[src/rtl/float_pkg.sv]
// Shared definitions for the 8-bit {exp[7:5], man[4:0]} float format and the
// accumulator FSM state encoding.
package float_pkg;
  localparam int EXP_W   = 3;
  localparam int MAN_W   = 5;
  localparam int FLOAT_W = 8;
  localparam logic [FLOAT_W-1:0] FLOAT_MAX = 8'hFF;
  localparam logic [EXP_W-1:0]   EXP_ONE   = 3'd1;

  typedef enum logic [1:0] {
    ST_IDLE  = 2'd0,
    ST_ACCUM = 2'd1,
    ST_DONE  = 2'd2
  } state_e;
endpackage

[src/rtl/float_add.sv]
// Combinational adder for the 8-bit float format: align the smaller operand
// by truncating right shift, add, renormalise on carry, saturate to FLOAT_MAX.
module float_add
  import float_pkg::*;
(
  input  logic [FLOAT_W-1:0] aIn,
  input  logic [FLOAT_W-1:0] bIn,
  output logic [FLOAT_W-1:0] result
);

  logic [EXP_W-1:0] exp_a, exp_b, exp_big, exp_diff;
  logic [MAN_W-1:0] man_a, man_b, man_big, man_small, man_shift;
  logic [MAN_W:0]   man_sum;

  always_comb begin
    exp_a = aIn[FLOAT_W-1:MAN_W];
    exp_b = bIn[FLOAT_W-1:MAN_W];
    man_a = aIn[MAN_W-1:0];
    man_b = bIn[MAN_W-1:0];
    if (exp_a >= exp_b) begin
      exp_big   = exp_a;
      man_big   = man_a;
      man_small = man_b;
      exp_diff  = exp_a - exp_b;
    end else begin
      exp_big   = exp_b;
      man_big   = man_b;
      man_small = man_a;
      exp_diff  = exp_b - exp_a;
    end
    man_shift = man_small >> exp_diff;
    man_sum   = {1'b0, man_big} + {1'b0, man_shift};
    // Carry out of the mantissa: drop the LSB and bump the exponent, or clip.
    if (man_sum[MAN_W]) begin
      if (exp_big == {EXP_W{1'b1}}) result = FLOAT_MAX;
      else                          result = {exp_big + EXP_ONE, man_sum[MAN_W:1]};
    end else begin
      result = {exp_big, man_sum[MAN_W-1:0]};
    end
  end

endmodule

[src/rtl/float_accum.sv]
// Packet accumulator: sums float samples until in_last, then holds the sum,
// sample count and saturation flag until the consumer takes them.
module float_accum
  import float_pkg::*;
#(
  parameter int CNT_W = 4
) (
  input  logic               clk,
  input  logic               rst_n,
  input  logic [FLOAT_W-1:0] in_data,
  input  logic               in_valid,
  input  logic               in_last,
  output logic               in_ready,
  output logic [FLOAT_W-1:0] out_data,
  output logic [CNT_W-1:0]   out_count,
  output logic               out_sat,
  output logic               out_valid,
  input  logic               out_ready
);

  localparam logic [CNT_W-1:0] CNT_ONE = {{(CNT_W-1){1'b0}}, 1'b1};

  state_e             state_q, state_d;
  logic [FLOAT_W-1:0] sum_q, sum_d;
  logic [CNT_W-1:0]   cnt_q, cnt_d;
  logic               sat_q, sat_d;
  logic               rdy_q;
  logic [FLOAT_W-1:0] add_res;
  logic               accept;

  float_add u_add (
    .aIn    (sum_q),
    .bIn    (in_data),
    .result (add_res)
  );

  assign accept = in_valid && in_ready;

  // rdy_q holds in_ready low until the first edge after reset release.
  always_ff @(posedge clk or negedge rst_n) begin
    if (!rst_n) begin
      state_q <= ST_IDLE;
      sum_q   <= '0;
      cnt_q   <= '0;
      sat_q   <= 1'b0;
      rdy_q   <= 1'b0;
    end else begin
      state_q <= state_d;
      sum_q   <= sum_d;
      cnt_q   <= cnt_d;
      sat_q   <= sat_d;
      rdy_q   <= 1'b1;
    end
  end

  always_comb begin
    state_d = state_q;
    sum_d   = sum_q;
    cnt_d   = cnt_q;
    sat_d   = sat_q;
    case (state_q)
      ST_IDLE: begin
        if (accept) begin
          sum_d   = in_data;
          cnt_d   = CNT_ONE;
          sat_d   = (in_data == FLOAT_MAX);
          state_d = in_last ? ST_DONE : ST_ACCUM;
        end
      end
      ST_ACCUM: begin
        if (accept) begin
          sum_d   = add_res;
          if (cnt_q != {CNT_W{1'b1}}) cnt_d = cnt_q + CNT_ONE;
          sat_d   = sat_q | (add_res == FLOAT_MAX);
          state_d = in_last ? ST_DONE : ST_ACCUM;
        end
      end
      ST_DONE: begin
        if (out_ready) state_d = ST_IDLE;
      end
      default: state_d = ST_IDLE;
    endcase
  end

  always_comb begin
    in_ready  = rdy_q && (state_q != ST_DONE);
    out_valid = (state_q == ST_DONE);
    out_data  = sum_q;
    out_count = cnt_q;
    out_sat   = sat_q;
  end

endmodule

[config.mk]
export PLATFORM = sky130hd
export DESIGN_NAME = float_accum
export DESIGN_NICKNAME = d
export VERILOG_FILES = /design/src/rtl/float_pkg.sv /design/src/rtl/float_add.sv /design/src/rtl/float_accum.sv
export SDC_FILE = /design/constraint.sdc
export NUM_CORES = 1
export LEC_CHECK = 0
export CELL_PAD_IN_SITES_DETAIL_PLACEMENT = 0
export CELL_PAD_IN_SITES_GLOBAL_PLACEMENT = 1
export CORE_MARGIN = 2
export CORE_UTILIZATION = 31
export DETAILED_ROUTE_END_ITERATION = 12
export PLACE_DENSITY_LB_ADDON = 0.1
export SYNTH_ARGS = -nofsm -noshare
export SYNTH_HDL_FRONTEND = slang
export SYNTH_SLANG_ARGS = --single-unit
[constraint.sdc]
create_clock -name clk -period 9.12 [get_ports clk]
set_clock_uncertainty 0.1 [all_clocks]
set_input_delay 1.824 -clock clk [delete_from_list [all_inputs] [get_ports clk]]
set_output_delay 1.824 -clock clk [all_outputs]
set_load 0.02 [all_outputs]
==> flow_summary.ini <==
[finish]
area_growth_syn_to_layout_pct = 24.29
antennaDiodeCount = 0
finalInstanceArea_um2 = 1921
layout-drive-gt1-share_pct = 7.035
final_nets = 227
num-fill-cells = 502

[die]
fp.coreArea_um2 = 4755
ioPinCount = 28
fp.dieW_um = 74.60
rows = 25
initial_util_pct = 32.50
die_y_um = 74.60
die-area_um2 = 5565

[clock_tree]
h_tree_levels = 1
clk_path_buf_depth = 2
cts-buffers-inserted = 3
cts_resized = 0
cts.root.buffer_cell = clkbuf_8
cts.reportedPaths.clkPinSlew_ns = 0.07
clock_tree_from_tritoncts = done
tritoncts_num_sinks = 16
post-cts-setup-buffers = 0
insertion_delay_ns = 0.25
holdBufCountCts = 0

[drt]
initialDrtViolationCount = 57
drt-wirelength-per-cell_um = 16.08
antenna_nets_post_route = 0
vias = 1379
drt-pass1-iter-count = 4
route.detailed.drc = 0
detail_route.wirelength_um = 4278
post_drt_via_cell_ratio = 5.184

[power]
finalPower_mw = 0.6535
power-per-cell-area_nw_per_um2 = 340.3
cellLeakagePower_nw = 0.8109
ir_worst_vdd_v = 0.0001016

[global_route]
globalRoute.totalOverflow = 0
groute.usage.overall_pct = 16.70
grt_first_pass_wirelength_um = 7065
pin_count_of_the_biggest_net_entering_global_routing = 18
grt_antenna_before_repair = 0
first_global_vias = 1424

[critical_path]
setup.reg_to_reg.worst_slack_ns = 4.79
worst-path-max-fanout = 17
endpoint_kind = register
timing.critical_path.from_type = input port
cp.arrival_ns = 6.17
critical_path_required_ns = 9.20
r2r-end = out_sat$_DFFE_PN0P_
register_to_register_path_depth = 13
worst-setup-path-type = in -> reg
crit-reg2reg-launch = out_data[5]$_DFFE_PN0P_

[worst_hold_path]
hold_start = state_q[1]$_DFFE_PN0P_
hold-path-cell-count = 1
worstHoldEndpoint = state_q[0]$_DFFE_PN0P_
worstHoldPathType = reg -> reg

[timing]
hold_viol_final = 0
rsz0062_at_grt = false
post-route-min-period_ns = 6.088
maxClockFrequency_mhz = 164.3
part_of_the_cycle_the_worst_path_needs_pct = 66.75
final-setup-viol-count = 0
total_negative_setup_slack_ns = 0
slew-limit-headroom_pct = 39.13
worst_pin_slew_ns = 0.9097
count_of_final_max_slew_check_failures = 0
worst_hold_slack_ns = 0.4067

[synth]
synthesis.yosys.warnings = 0
synthesis.area_um2 = 1545
synthDominantAreaCellType = dfrtp_1
synth.lib_cells_used.distinct = 46
synth.net_count = 201
synthCells = 174
synth_edf_count = 0
ys_seq_elements = 16
synth.top_cells.by_area = dfrtp_1 (26%), mux2i_1 (11%), ha_1 (8.9%), o21ai_0 (5.8%), fa_1 (3.9%)
post-synth-top-area-fraction_pct = 25.91
synth_top_flop_cell = dfrtp_1
ys_async_sr_fraction_pct = 100.0
synth-seq-area-share_pct = 25.91
synth_area_per_cell_um2 = 8.881

[status]
status = completed

[job]
maxCapViolations = 0

[placement]
placed_area_um2 = 1866
port-buffer-count = 27
post-dp-hpwl_um = 3308
globalplace.congestion = 0.9324
-- worst max-delay path by stage --
stage                from                  end  cells past startpoint
2_1_floorplan  in_data[5]  out_sat$_DFFE_PN0P_                     15
3_3_place_gp   in_data[5]  out_sat$_DFFE_PN0P_                     15
3_5_place_dp   in_data[5]  out_sat$_DFFE_PN0P_                     15
4_1_cts        in_data[5]  out_sat$_DFFE_PN0P_                     15
5_1_grt        in_data[5]  out_sat$_DFFE_PN0P_                     15
6_report       in_data[5]  out_sat$_DFFE_PN0P_                     15
-- area by class of cell --
class	instances	area [um^2]	area share (%)
well taps	67	83.83	4.365
multi-input cells	144	1081	56.29
clock buffers	4	55.05	2.866
inverters	8	30.03	1.564
repair buffers	27	270.3	14.07
flip-flops and latches	16	400.4	20.85
-- stage by stage --
stage                     setup slack [ns]  utilization, %  instances
final                                3.032           40.39        266
after global routing                 2.755           40.39        266
after CTS                            3.053           40.39        266
after detailed placement             2.805           39.24        262
after global placement               2.920           39.24        262
after floorplan                      4.023               -        174
-- per-layer routing --
metal | track usage, % | share of wire (%) | up-vias
met5 | 0 | 0 | -
met4 | 4.365 | 0.58 | 0
met3 | 1.220 | 3.0 | 2
met2 | 27.43 | 48 | 25
met1 | 23.81 | 49 | 665
li1 | - | - | 687
-- power by group --
group	switching, mW	leakage, nW	internal, mW	total [mW]
clock	0.0263	0.0288	0.0383	0.0646
combinational	0.263	0.585	0.204	0.467
sequential	0.0301	0.197	0.0920	0.122
total	0.319	0.811	0.335	0.654
-- Yosys cell counts, types with 3 or more instances --
cell type,instances
nor3_1,5
nand2b_1,3
o32ai_1,3
clkbuf_1,4
o21a_1,4
a21oi_1,10
nand3_1,3
dfrtp_1,16
o21ai_0,18
mux2i_1,17
fa_1,3
ha_1,11
nand4_1,4
nor2_1,8
nand2_1,16
mux2_2,4
a21o_1,3
inv_1,8
-- cells by family (layout without fill, tap and decap cells) --
family	after synthesis	in the layout	synth area share, %
AO/OA/AOI/OAI	53	53	22.84
AND/OR/NAND/NOR	49	49	16.03
multiplexers	23	23	15.79
flip-flops	16	16	25.91
adder cells (fa/ha/maj)	14	14	12.79
buffers and inverters	14	39	4.129
XOR/XNOR	4	4	2.268
other	1	1	0.2427
-- placed cells by master (no fill, tap or decap), drive strengths merged, types with 2 or more instances in the layout --
cell and n:
o21ai 19, nand4 4, dfrtp 16, nand3 3
nor2 8, mux2i 18, nor3 5, clkdlybuf4s50 27
o21a 4, o22ai 2, nand2b 3, nor3b 2
a21o 3, fa 3, xor2 2, a21oi 12
inv 8, nand2 16, clkbuf 4, mux2 5
nor2b 2, o32ai 3, xnor2 2, and2 2
ha 11
-- state kept, by name (all words and copies together), names as in the netlist --
name / cells
out_count: 4
out_data: 8
out_sat: 1
rdy_q: 1
state_q: 2
-- critical path, stage by stage --
cell and delay, ns:
clkdlybuf4s50_1 0.55, inv_1 0.07, ha_1 0.48, nor2b_4 0.08
o21ai_4 0.53, mux2i_1 0.59, mux2i_1 0.25, o22ai_1 0.11
ha_1 0.27, fa_1 0.41, xor2_1 0.30, and3_1 0.21
nand3_1 0.07, a311o_1 0.29, a21oi_2 0.13
No activity file was read; power rests on OpenSTA's default activity.
